[src/rtl/multicycle_sequencer.sv]
// Multi-cycle LEGv8 control sequencer: walks one instruction through
// FETCH/DECODE/EXEC/MEM/WB over a single unified memory port.
module multicycle_sequencer #(
  parameter int MEM_TIMEOUT = 16,
  parameter int CNT_W       = 32
) (
  input  logic             clk,
  input  logic             reset,
  input  logic             mem_read,
  input  logic             mem_write,
  input  logic             reg_write,
  input  logic             flag_write,
  input  logic             take_branch,
  input  logic             halt_req,
  input  logic             mem_ready,
  output logic             mem_req,
  output logic             mem_we,
  output logic             addr_sel,
  output logic             ir_write,
  output logic             mdr_write,
  output logic             rf_write_en,
  output logic             flag_write_en,
  output logic             pc_write,
  output logic             pc_sel,
  output logic [2:0]       state,
  output logic             error,
  output logic [CNT_W-1:0] instr_count
);

  typedef enum logic [2:0] {
    S_FETCH  = 3'd0,
    S_DECODE = 3'd1,
    S_EXEC   = 3'd2,
    S_MEM    = 3'd3,
    S_WB     = 3'd4,
    S_HALT   = 3'd5
  } state_t;

  // wait counter only has to reach MEM_TIMEOUT-1
  localparam int                WAIT_W     = (MEM_TIMEOUT > 1) ? $clog2(MEM_TIMEOUT) : 1;
  localparam logic [WAIT_W-1:0] WAIT_LAST  = WAIT_W'(MEM_TIMEOUT - 1);
  localparam bit                TIMEOUT_EN = (MEM_TIMEOUT > 0);

  state_t             state_q, state_d;
  logic               error_q, error_d;
  logic [CNT_W-1:0]   cnt_q, cnt_d;
  logic [WAIT_W-1:0]  wait_q, wait_d;
  logic               lat_mem_read_q, lat_mem_read_d;
  logic               lat_mem_write_q, lat_mem_write_d;
  logic               lat_reg_write_q, lat_reg_write_d;
  logic               lat_flag_write_q, lat_flag_write_d;
  logic               lat_take_branch_q, lat_take_branch_d;
  logic               retire;
  logic               stall_expired;

  assign stall_expired = TIMEOUT_EN && !mem_ready && (wait_q == WAIT_LAST);

  always_ff @(posedge clk) begin
    if (reset) begin
      state_q           <= S_FETCH;
      error_q           <= 1'b0;
      cnt_q             <= '0;
      wait_q            <= '0;
      lat_mem_read_q    <= 1'b0;
      lat_mem_write_q   <= 1'b0;
      lat_reg_write_q   <= 1'b0;
      lat_flag_write_q  <= 1'b0;
      lat_take_branch_q <= 1'b0;
    end else begin
      state_q           <= state_d;
      error_q           <= error_d;
      cnt_q             <= cnt_d;
      wait_q            <= wait_d;
      lat_mem_read_q    <= lat_mem_read_d;
      lat_mem_write_q   <= lat_mem_write_d;
      lat_reg_write_q   <= lat_reg_write_d;
      lat_flag_write_q  <= lat_flag_write_d;
      lat_take_branch_q <= lat_take_branch_d;
    end
  end

  always_comb begin
    state_d           = state_q;
    error_d           = error_q;
    cnt_d             = cnt_q;
    lat_mem_read_d    = lat_mem_read_q;
    lat_mem_write_d   = lat_mem_write_q;
    lat_reg_write_d   = lat_reg_write_q;
    lat_flag_write_d  = lat_flag_write_q;
    lat_take_branch_d = lat_take_branch_q;
    retire            = 1'b0;
    mem_req           = 1'b0;
    mem_we            = 1'b0;
    addr_sel          = 1'b0;
    ir_write          = 1'b0;
    mdr_write         = 1'b0;
    rf_write_en       = 1'b0;
    flag_write_en     = 1'b0;
    pc_write          = 1'b0;
    pc_sel            = 1'b0;

    case (state_q)
      S_FETCH: begin
        mem_req = 1'b1;
        if (mem_ready) begin
          ir_write = 1'b1;
          state_d  = S_DECODE;
        end else if (stall_expired) begin
          state_d = S_HALT;
          error_d = 1'b1;
        end
      end
      S_DECODE: begin
        lat_mem_read_d    = mem_read;
        lat_mem_write_d   = mem_write;
        lat_reg_write_d   = reg_write;
        lat_flag_write_d  = flag_write;
        lat_take_branch_d = take_branch;
        state_d           = S_EXEC;
      end
      S_EXEC: begin
        flag_write_en = lat_flag_write_q;
        if (lat_mem_read_q || lat_mem_write_q) begin
          state_d = S_MEM;
        end else if (lat_reg_write_q) begin
          state_d = S_WB;
        end else begin
          retire = 1'b1;
        end
      end
      S_MEM: begin
        mem_req  = 1'b1;
        addr_sel = 1'b1;
        mem_we   = lat_mem_write_q;
        if (mem_ready) begin
          // a write access always finishes the instruction here
          if (lat_mem_write_q) begin
            retire = 1'b1;
          end else begin
            mdr_write = 1'b1;
            state_d   = S_WB;
          end
        end else if (stall_expired) begin
          state_d = S_HALT;
          error_d = 1'b1;
        end
      end
      S_WB: begin
        rf_write_en = 1'b1;
        retire      = 1'b1;
      end
      S_HALT: begin
        state_d = S_HALT;
      end
      default: begin
        state_d = S_FETCH;
      end
    endcase

    if (retire) begin
      pc_write = 1'b1;
      pc_sel   = lat_take_branch_q;
      cnt_d    = cnt_q + CNT_W'(1);
      state_d  = halt_req ? S_HALT : S_FETCH;
    end

    if (mem_ready || (state_d != state_q)) begin
      wait_d = '0;
    end else if (mem_req) begin
      wait_d = wait_q + WAIT_W'(1);
    end else begin
      wait_d = wait_q;
    end
  end

  assign state       = state_q;
  assign error       = error_q;
  assign instr_count = cnt_q;

endmodule

[config.mk]
export PLATFORM = sky130hd
export DESIGN_NAME = multicycle_sequencer
export DESIGN_NICKNAME = d
export VERILOG_FILES = /design/src/rtl/multicycle_sequencer.sv
export SDC_FILE = /design/constraint.sdc
export NUM_CORES = 1
export LEC_CHECK = 0
export BUFFER_PORTS_ARGS = -buffer_cell sky130_fd_sc_hd__clkbuf_2
export CORE_UTILIZATION = 35
export DETAILED_ROUTE_END_ITERATION = 7
export PLACE_DENSITY_LB_ADDON = 0.15
export SETUP_SLACK_MARGIN = 0.1
export SYNTH_ARGS = -nofsm -noshare
export SYNTH_HDL_FRONTEND = slang
export SYNTH_SLANG_ARGS = --single-unit
[constraint.sdc]
create_clock -name clk -period 3.6 [get_ports clk]
set_clock_uncertainty 0.15 [all_clocks]
set_input_delay 1.08 -clock clk [delete_from_list [all_inputs] [get_ports clk]]
set_output_delay 1.08 -clock clk [all_outputs]
set_load 0.05 [all_outputs]
==> metrics.txt <==
Fill cells 676; TNS Setup 0 ns; Starting Density 36.7%; worst skew pair latency 0.30 ns; slowest CP cell clkbuf_2; CP required 2.37 ns; antenna cell count 0; Final GP Congestion 0.803; Max Fclk 298 MHz; Main synth FF type dfxtp_1; FFs w/ async S/R, synth 0%; number of cell rows 29; grt total ovfl 0; setup violators final 0; Area contributors post-synth dfxtp_1, a21oi_1, nor2_1, o21ai_0, xor2_1; root buf cell clkbuf_8; Core ar. 6460 um2; Die Height 84.3 um; register bit total from synthesis 45; H-tree depth 2; maximum vdd drop 0.323 mV; count leader, synth dfxtp_1; crit-path max FO 9; Layout area overhead 19.1%; Setup Buffers After CTS 0; via count 2,272; minimum clock period after layout 3.35 ns; DRT antenna net count 0; Worst Setup End Kind output port; Slew @ Worst Pin 0.850 ns; Max-Cap Viols 0; nets 347; post-synthesis net count 296; vias per cell 5.49; Routed WL 5790 um; post-synthesis sequential area ratio 38.0%; PortBufs 53; failing checks DRC; drt wl/cell 14.0 um; clock slew at reported path FFs 0.09 ns; Largest stage delay, worst path 0.27 ns; relative slew slack 42.9%; GR Util All Layers 17.5%; HPWL Detailed 4090 um; drt first pass iters 6; placed cell area 2730 um2; synthesized instance count 285; CTS Sinks 45; Static Leak 1.12 nW; die area 7110 um2; chip width 84.3 um; commonest cells in the netlist dfxtp_1, a21oi_1, nor2_1; Startpoint Class primary input; Post-CTS Resized 0; initial antenna violation count 0; pwr/cell area 621 nW/um2; largest net degree at the start of global routing 36; mapped cell area 2370 um2; cell area after layout 2820 um2; Synth top area share 38.0%; delay-heaviest family, CP buffers and inverters; Worst Hold Class register to register; Post-CTS Hold Fix Bufs 0; RSZ-0062 raised after global routing no; Tcrit/Tclk final 93.2%; CTS tree built; drt drc 6; leading area contributor after synthesis dfxtp_1; share of cells above drive strength 1 23.4%; cts bufs inserted 5; outcome finished, violations left; unique cell type count in the Yosys netlist 50; global-route wire length before repair 10,100 um; Syn Area/Cell 8.32 um2; final hold vios 0; crit-path cells clkbuf_2 > nand3_1 > a21oi_4 > nor2_1 > nor2b_2 > clkbuf_2; CTS max path bufs 2; EDFF count, synth 0; area occupied by multi-input gates 1390 um2; synth warn 0; Sequential Area 901 um2; critical path arrival 2.12 ns; DR iter-0 viols 114; critical path class primary input to output port; CP Buf/Inv Count 2; Slew Viols, Final 0; I/O Pins 54; cell mode on critical path clkbuf_2; vias in the first global route 2,057
state kept, by name, summed over array words and instances (netlist names):
name and cells:
wait_q 4, state 3, lat_flag_write_q 1, instr_count 32, lat_mem_write_q 1, lat_take_branch_q 1
error 1, lat_reg_write_q 1, lat_mem_read_q 1
power by group:
part,internal (W),switching (W)
sequential,0.000541,0.0000701
clock,0.000156,0.000176
combinational,0.000259,0.000551
total,0.000956,0.000797
path summary, 6_finish.rpt:
check                           cells past startpoint  slack [ns]       startpoint         endpoint
worst min-delay path                                2        0.32            error            error
worst max-delay path                                6        0.25        mem_ready           pc_sel
worst min register to register                      2        0.32            error            error
worst max register to register                      6        1.05  lat_mem_write_q  instr_count[14]
worst min-delay path: cells and delay by family, from the launching register on:
kind	cells	cell delay, ns
and+or+nand+nor	1	0.07
AOI/OAI and AO/OA	1	0.04
DFF	1	0.33
through the flow:
| stage | cells | hold WS [ns] | utilization, % | total power, W | worst slack, ns |
|---|---|---|---|---|---|
| 6_report | 414 | 0.322 | 43.7 | 0.00175 | 0.245 |
| 5_1_grt | 414 | 0.371 | 43.7 | 0.00187 | 0.141 |
| 4_1_cts | 414 | 0.328 | 43.7 | 0.00177 | 0.225 |
| 3_5_place_dp | 406 | 0.307 | 42.2 | 0.00143 | 0.257 |
| 3_3_place_gp | 406 | 0.298 | 42.2 | 0.00143 | 0.277 |
| 2_1_floorplan | 285 | 0.302 | - | 0.00123 | 0.0769 |
cells in the final DEF, fill, tap and decap left out, drive strengths merged, types with 3 or more instances in the layout:
master / instances
clkbuf: 59
dfxtp: 45
a21oi: 29
nor2: 27
o21ai: 18
nand2: 14
nand3: 14
or3: 12
nor3: 9
xor2: 9
inv: 7
a211oi: 7
o2111ai: 6
mux2i: 6
xnor2: 6
buf: 6
nand4: 6
and3: 5
and4: 5
and2: 4
nor4: 4
nand2b: 3
o211a: 3
nor2b: 3
o211ai: 3
cell type report:
type                    count  share of cell area [%]
repair buffers             59                    11.0
clock inverters             2                   0.487
multi-input cells         218                    49.4
well taps                  77                    3.41
flip-flops and latches     45                    31.9
inverters                   7                   0.930
clock buffers               6                    2.92
routing by layer:
| metal | global-route usage [%] | vias to the layer above | wire length [um] |
|---|---|---|---|
| met1 | 25.5 | 1045 | 2990 |
| li1 | - | 1161 | - |
| met5 | 0 | - | 0 |
| met3 | 3.44 | 4 | 328 |
| met4 | 4.70 | 0 | 51 |
| met2 | 26.0 | 62 | 2420 |
kinds of logic (layout without fill, tap and decap cells):
group,count (synthesis),after routing,share of synthesized area [%]
simple gates,116,116,27.7
compound gates,78,78,21.2
flops,45,45,38.0
buf+inv,22,74,3.54
xor+xnor,15,15,5.54
mux,7,7,3.01
fa+ha+maj,2,2,1.06
No activity file was read; power rests on OpenSTA's default activity.
